$ cat src/rtl/fir_pkg.sv
// Shared state encoding and compile-time sizing helpers for the serial symmetric FIR.
// Everything here is elaborated away; there is no logic of its own.
package fir_pkg;

    typedef enum logic [1:0] {
        IDLE = 2'd0,
        MAC  = 2'd1,
        OUT  = 2'd2
    } fir_state_t;

    function automatic int fir_clog2(input int v);
        int r;
        r = 0;
        while ((1 << r) < v) r++;
        return r;
    endfunction

    function automatic int fir_n_uniq(input int n);
        return (n + 1) / 2;
    endfunction

    // At least one address bit so N=2 (a single unique coefficient) still has a legal port.
    function automatic int fir_aw(input int n);
        int aw;
        aw = fir_clog2(fir_n_uniq(n));
        return (aw < 1) ? 1 : aw;
    endfunction

    function automatic int fir_acc_w(input int dw, input int cw, input int n);
        return dw + 1 + cw + fir_aw(n);
    endfunction

endpackage

$ cat src/rtl/fir_tap_mac.sv
// Shared datapath: pre-add of a mirrored sample pair (or the odd middle sample alone), multiply, accumulate.
// Latency: acc_nxt is combinational; acc registers it on the next enabled edge, clr zeroes it.
// No backpressure: en and clr are sequenced entirely by the owning controller.
module fir_tap_mac
    import fir_pkg::*;
#(
    parameter int DW    = 18,
    parameter int CW    = 18,
    parameter int ACC_W = fir_acc_w(18, 18, 18)
) (
    input  logic                    clk,
    input  logic                    reset,
    input  logic                    en,
    input  logic                    clr,
    input  logic                    mid,
    input  logic signed [DW-1:0]    xa,
    input  logic signed [DW-1:0]    xb,
    input  logic signed [CW-1:0]    coef,
    output logic signed [ACC_W-1:0] acc_nxt
);

    logic signed [DW:0]       pre;
    logic signed [DW+CW:0]    prod;
    logic signed [ACC_W-1:0]  acc;

    always_comb begin
        if (mid) begin
            pre = {xa[DW-1], xa};
        end else begin
            pre = {xa[DW-1], xa} + {xb[DW-1], xb};
        end
        prod    = pre * coef;
        acc_nxt = acc + {{(ACC_W-DW-CW-1){prod[DW+CW]}}, prod};
    end

    always_ff @(posedge clk) begin
        if (reset || clr) begin
            acc <= '0;
        end else if (en) begin
            acc <= acc_nxt;
        end
    end

endmodule

$ cat src/rtl/fir_sym_serial.sv
// Symmetric FIR, one shared MAC stepping over ceil(N/2) unique taps; FIR_SATURATE_EN clamps instead of wrapping.
// Latency: accept to o_valid is N_UNIQ edges; one sample per N_UNIQ+2 cycles with o_ready high.
// Backpressure: i_ready only in IDLE; result held in OUT until o_ready; clk_ena low freezes everything.
module fir_sym_serial
    import fir_pkg::*;
#(
    parameter int DW    = 18,
    parameter int CW    = 18,
    parameter int N     = 18,
    parameter int SCALE = 17
) (
    input  logic                    clk,
    input  logic                    reset,
    input  logic                    clk_ena,
    input  logic                    i_valid,
    output logic                    i_ready,
    input  logic signed [DW-1:0]    i_in,
    output logic                    o_valid,
    input  logic                    o_ready,
    output logic signed [DW-1:0]    o_out,
    input  logic                    coef_wr,
    input  logic [fir_aw(N)-1:0]    coef_addr,
    input  logic signed [CW-1:0]    coef_data,
    output logic                    busy
);

    localparam int N_UNIQ = fir_n_uniq(N);
    localparam int AW     = fir_aw(N);
    localparam int XW     = fir_clog2(N);
    localparam int ACC_W  = fir_acc_w(DW, CW, N);

    fir_state_t               state;
    logic [AW-1:0]            k;
    logic signed [DW-1:0]     x [N];
    logic signed [CW-1:0]     c [N_UNIQ];
    logic [XW-1:0]            ka;
    logic [XW-1:0]            kb;
    logic                     accept;
    logic                     last;
    logic                     mid;
    logic                     coef_we;
    logic signed [ACC_W-1:0]  acc_nxt;
    logic signed [ACC_W-1:0]  shifted;
    logic signed [DW-1:0]     res;

    assign i_ready = (state == IDLE);
    assign busy    = (state == MAC) || (state == OUT);
    assign accept  = i_valid && i_ready && clk_ena;
    assign last    = (k == AW'(N_UNIQ - 1));
    assign mid     = last && (N % 2 == 1);
    assign ka      = XW'(k);
    assign kb      = XW'(N - 1) - ka;
    assign coef_we = coef_wr && clk_ena && (state == IDLE)
                     && ({1'b0, coef_addr} < (AW+1)'(N_UNIQ));

    fir_tap_mac #(
        .DW    (DW),
        .CW    (CW),
        .ACC_W (ACC_W)
    ) u_mac (
        .clk     (clk),
        .reset   (reset),
        .en      (clk_ena && (state == MAC)),
        .clr     (accept),
        .mid     (mid),
        .xa      (x[ka]),
        .xb      (x[kb]),
        .coef    (c[k]),
        .acc_nxt (acc_nxt)
    );

    // The result is formed from acc_nxt so the last tap lands in o_out on the same edge.
    assign shifted = acc_nxt >>> SCALE;

`ifdef FIR_SATURATE_EN
    localparam logic signed [ACC_W-1:0] SAT_MAX = {{(ACC_W-DW+1){1'b0}}, {(DW-1){1'b1}}};
    localparam logic signed [ACC_W-1:0] SAT_MIN = {{(ACC_W-DW+1){1'b1}}, {(DW-1){1'b0}}};

    always_comb begin
        if (shifted > SAT_MAX) begin
            res = SAT_MAX[DW-1:0];
        end else if (shifted < SAT_MIN) begin
            res = SAT_MIN[DW-1:0];
        end else begin
            res = shifted[DW-1:0];
        end
    end
`else
    assign res = shifted[DW-1:0];
`endif

    always_ff @(posedge clk) begin
        if (reset) begin
            state   <= IDLE;
            k       <= '0;
            o_valid <= 1'b0;
            o_out   <= '0;
            for (int i = 0; i < N; i++) x[i] <= '0;
            for (int i = 0; i < N_UNIQ; i++) c[i] <= '0;
        end else if (clk_ena) begin
            if (coef_we) begin
                c[coef_addr] <= coef_data;
            end
            unique case (state)
                IDLE: begin
                    if (accept) begin
                        x[0] <= i_in;
                        for (int i = 1; i < N; i++) x[i] <= x[i-1];
                        k     <= '0;
                        state <= MAC;
                    end
                end
                MAC: begin
                    k <= k + 1'b1;
                    if (last) begin
                        state   <= OUT;
                        o_valid <= 1'b1;
                        o_out   <= res;
                    end
                end
                OUT: begin
                    if (o_ready) begin
                        state   <= IDLE;
                        o_valid <= 1'b0;
                    end
                end
                default: state <= IDLE;
            endcase
        end
    end

endmodule

$ cat config.mk
export PLATFORM = sky130hd
export DESIGN_NAME = fir_sym_serial
export DESIGN_NICKNAME = d
export VERILOG_FILES = /design/src/rtl/fir_pkg.sv /design/src/rtl/fir_tap_mac.sv /design/src/rtl/fir_sym_serial.sv
export SDC_FILE = /design/constraint.sdc
export NUM_CORES = 2
export LEC_CHECK = 0
export ABC_CLOCK_PERIOD_IN_PS = 19100
export CORE_MARGIN = 2
export CORE_UTILIZATION = 40
export CTS_CLUSTER_SIZE = 24
export DETAILED_ROUTE_END_ITERATION = 10
export PLACE_DENSITY_LB_ADDON = 0.12
export SYNTH_ARGS = -nofsm -noshare
export SYNTH_HDL_FRONTEND = slang
export SYNTH_HIERARCHICAL = 1
export SYNTH_SLANG_ARGS = --single-unit
$ cat constraint.sdc
create_clock -name clk -period 19.1 [get_ports clk]
set_clock_uncertainty 0.05 [all_clocks]
set_input_delay 1.91 -clock clk [delete_from_list [all_inputs] [get_ports clk]]
set_output_delay 1.91 -clock clk [all_outputs]
set_load 0.01 [all_outputs]
## After elaboration in Yosys (flattened, before gate mapping)

Memories as Yosys holds them, arrays and structs flattened. A register that Yosys moved wholly into a read port is not among the register bits.
Index checks and enable logic that the tools add are counted.

- Register bits after elaboration: 66
- Bits in latches: 0
- Memory bits (writable): 486
- ROM bits: 0
- Bits of input ports: 46
- Word-level logic and storage cells: 98
- Memories kept: 2

- $add $sub $neg: 4
- Multipliers: 1
- Div/mod/pow operators: 0
- Order comparisons: 1
- Equal/unequal tests: 6
- Shifts and indexed selects: 0
- Muxes and demuxes: 45
- Bitwise operators: 18
- Reductions and logical operators: 16

Memory list:

| name | depth | width | read ports | clocked after memory_dff | write ports | RTL line | text |
|---|---|---|---|---|---|---|---|
| x | 18 | 18 | 19 | 1 | 18 | fir_sym_serial.sv:34 | `logic signed [DW-1:0] x [N];` |
| c | 9 | 18 | 1 | 1 | 9 | fir_sym_serial.sv:35 | `logic signed [CW-1:0] c [N_UNIQ];` |

Operators by type and width:

| cell | count |
|---|---|
| $mux W18 | 19 |
| $add A41 B41 Y41 | 1 |
| $mul A19 B18 Y37 | 1 |
| $add A18 B18 Y19 | 1 |
| $or A1 B1 Y1 | 18 |
| $reduce_or A18 Y1 | 1 |
| $mux W4 | 4 |
| $mux W1 | 14 |
| $mux W5 | 2 |
| $pmux W4 S2 | 1 |
| $reduce_and A4 Y1 | 2 |
| $logic_and A1 B1 Y1 | 6 |
| $mux W2 | 3 |
| $pmux W2 S3 | 1 |
| $reduce_and A3 Y1 | 2 |
| $sub A5 B4 Y5 const A | 1 |
| $add A4 B1 Y4 const B | 1 |
| $eq A4 B4 Y1 const B | 1 |
| $lt A4 B4 Y1 const B | 1 |
| $ne A2 B2 Y1 const B | 2 |
| $reduce_bool A2 Y1 | 2 |
| $eq A2 B1 Y1 const B | 1 |
| $eq A2 B2 Y1 const B | 1 |
| $logic_not A2 Y1 | 1 |
| other kinds (3) | 4 |

## Depth between registers and ports, before layout

- Word-level depth: 9
- Depth in mapped cells: 54
- Gate-level depth less buffers: 52

## Cells and area by module

Netlist, hierarchy kept.

Modules (own cells, without submodules):

| module | times used | cells an instance | area each (µm²) | seq. area each (µm²) |
|---|---|---|---|---|
| fir_sym_serial | 1 | 2115 | 29938.7 | 18958.2 |
| fir_tap_mac | 1 | 2014 | 17503.0 | 820.8 |

## Worst setup path before layout

OpenSTA, ideal clock, no wires.

- Path type: register to register
- Start point: reg (tool-made name)
- End point: reg u_mac.acc[40]
- Data arrival time: 11.577 ns
- Slack: 7.377 ns
- Cell stages (with the launch flop): 47
- Path buffers: 4
- Period minus slack after synthesis: 11.723 ns
- Cells stage by stage: dfxtp_1 -> buf_2 -> buf_2 -> buf_1 -> mux4_2 -> mux4_2 -> ha_1 -> fa_1 -> a21o_1 -> a21oi_1 -> o21ai_0 -> a21boi_1 -> nand2b_1 -> a21oi_1 -> xnor2_1 -> mux2i_1 -> clkbuf_1 -> nor2b_1 -> [... 11 more ...] -> o21a_1 -> o32a_1 -> a21boi_0 -> a31oi_1 -> a31o_1 -> o211a_1 -> a221oi_4 -> mux2i_1 -> o2111ai_1 -> ha_1 -> a21o_1 -> a211o_1 -> a31o_2 -> o2111ai_1 -> o211ai_1 -> and3_1 -> or4_1 -> o311ai_1

RTL lines:

| element | RTL line | text |
|---|---|---|
| end signal, assigned | fir_tap_mac.sv:40 | `acc <= acc_nxt;` |
| end, declared | fir_tap_mac.sv:24 | `logic signed [ACC_W-1:0] acc;` |

## Final worst setup path

- Start point: reg k[1]
- End point: reg u_mac.acc[33]

- Longest elaborated chain between the ends: 5

Ends and longest elaborated chain:

| element | RTL line | text |
|---|---|---|
| start, declared | fir_sym_serial.sv:33 | `logic [AW-1:0] k;` |
| start signal, assigned | fir_sym_serial.sv:114 | `k <= k + 1'b1;` |
| $sub A5 B4 Y5 | fir_sym_serial.sv:52 | `assign kb = XW'(N - 1) - ka;` |
| $mem_v2 Z18 W18 | -- |  |
| $add A18 B18 Y19 | fir_tap_mac.sv:30 | `pre = {xa[DW-1], xa} + {xb[DW-1], xb};` |
| $mul A19 B18 Y37 | fir_tap_mac.sv:32 | `prod = pre * coef;` |
| $add A41 B41 Y41 | fir_tap_mac.sv:33 | `acc_nxt = acc + {{(ACC_W-DW-CW-1){prod[DW+CW]}}, prod};` |

No other way between the ends.
A chain may end at the register's enable or synchronous reset.

==> out/metrics.yaml <==
holdPathEnd: "o_out[0]"
row_count: 125
hold_viol_final: 0
port-buffer-count: 66
path_buf_inv: 8
gp_congestion: 0.834
placed_area_sq_um: 49100
drt_iter0_drc: 2211
syn_area_sq_um: 46500
drt-total-wl_um: 117000
cp-start-kind: "flip-flop"
period_share: 0.732
worstMarginPinSlew_ns: 1.10
pin_count: 67
drive_above_1_share: 0.0996
clkSinkCount: 676
initial_core_util: 0.401
setup_violations: 0
htree_levels: 3
ys_warn_count: 6
coreArea_sq_um: 116000
worstRegToRegCells: 49
antenna_found_initial: 6
grt-ovfl-total: 0
layout_min_cycle_time_ns: 13.97
rrSetupSlack_ns: 5.13
crit_type: "flip-flop to flip-flop"
die_y_um: 345
hpwl_um: 76200
holdWs_ns: 0.401
clk_pin_slew_ns: 0.06
grt_max_degree: 226
avgRoutedWirePerCell_um: 20.5
track_usage: 0.204
grt_pass1_vias: 31000
drcViolationCount: 0
cts-root-buf: "clkbuf_16"
fin_nets: 4659
postCtsHoldBufs: 0
worst-endpoint-required_ns: 19.69
slowest_delay_ns: 0.69
syn_to_final_growth_pct: 11.6
relSlewSlack: 0.264
synth_area_per_cell_sq_um: 11.6
critPathMaxFanout: 73
grt_pass1_wl_um: 186000
final.setup.tns_ns: 0
fmax_ghz: 0.0716
cpLargestDelayFamily: "compound AO/OA/AOI/OAI gates"
hp-start: "o_out[0]"
clock_latency_ns: 0.72
dieArea_sq_um: 119000
r2r_end: "u_mac/acc[33]"
finalInstanceArea_sq_um: 51800
ant_nets: 0
timing.rr.start: "k[1]"
vias: 29800
crit_arrival_ns: 14.56
drtPass1Iterations: 5
cts-resized-gates: 0
clock_path_buffers: 3
vias_per_cell: 5.21
die_width_um: 345
netlist_instances: 4011
slowest_stage: "buf_4"
hold_path_class: "flip-flop to flip-flop"
tritoncts: "done"
post_cts_buffers: 0
end_kind: "flip-flop"
status: "complete, no violations"
slew_violations: 0
timing.max_cap.violations: 0
worstHoldPathCells: 2
grt_setup_unrepaired: "no"
cts_made_buffers: 82
==> cell type report <==
class	instances	area, sq um
Clock buffer	93	2120
Antenna cell	2	5.00
Timing Repair Buffer	117	1060
Multi-Input combinational cell	2836	24900
Tap cell	1524	1910
Clock inverter	56	587
Inverter	407	1530
Sequential cell	676	19700
Fill cell	10800	63900
==> state kept, by name, indices dropped and copies added (netlist names), named ones only <==
register and flops:
x 324, c 288, u_mac/acc 35, o_out 18, k 4, state 2, o_valid 1
==> worst max-delay path by stage <==
stage	slack, ns	to	from	cells past startpoint
final	5.13	u_mac/acc[33]	k[1]	49
after global placement	5.56	u_mac/acc[33]	k[1]	48
after CTS	5.25	u_mac/acc[33]	k[1]	48
after detailed placement	5.28	u_mac/acc[33]	k[1]	48
after floorplan	7.88	u_mac/acc[33]	flip-flop	47
after global routing	4.29	u_mac/acc[33]	k[1]	49
==> layer usage <==
metal  track usage  part of all wire
met2         0.323              0.46
met3        0.0301             0.044
met5             0           0.00043
met4        0.0557             0.024
met1         0.293              0.48
==> layout by cell type, fill, tap and decap left out, drive strengths merged, types with 24 or more instances in the layout <==
cell type / n
nor2: 114
inv: 412
a31oi: 27
mux2i: 37
conb: 127
clkinv: 42
xor2: 24
buf: 52
fa: 335
and2: 621
clkdlybuf4s50: 65
o21ai: 53
clkbuf: 93
nor2b: 71
nor3: 26
a211oi: 29
mux4: 180
nand3: 147
dfxtp: 64
edfxtp: 612
a21oi: 83
nand4: 38
xnor2: 68
ha: 158
and3: 29
nand2: 499
a21o: 27
==> metrics by stage <==
| stage | utilization | setup WS (ns) | instances |
|---|---|---|---|
| after floorplan | - | 7.88 | 4137 |
| after global placement | 0.424 | 5.56 | 5560 |
| after detailed placement | 0.424 | 5.28 | 5560 |
| after CTS | 0.448 | 5.25 | 5709 |
| after global routing | 0.448 | 4.29 | 5710 |
| final | 0.448 | 5.13 | 5711 |
==> tightest hold or removal path, cell delays in order, from the launching register on <==
cell and delay (ns):
dfxtp_1 0.30, nand2_1 0.05, a21oi_1 0.05
Power is not shown: default switching activity piles up to over one toggle a cycle in this logic, so the estimate is an artifact.
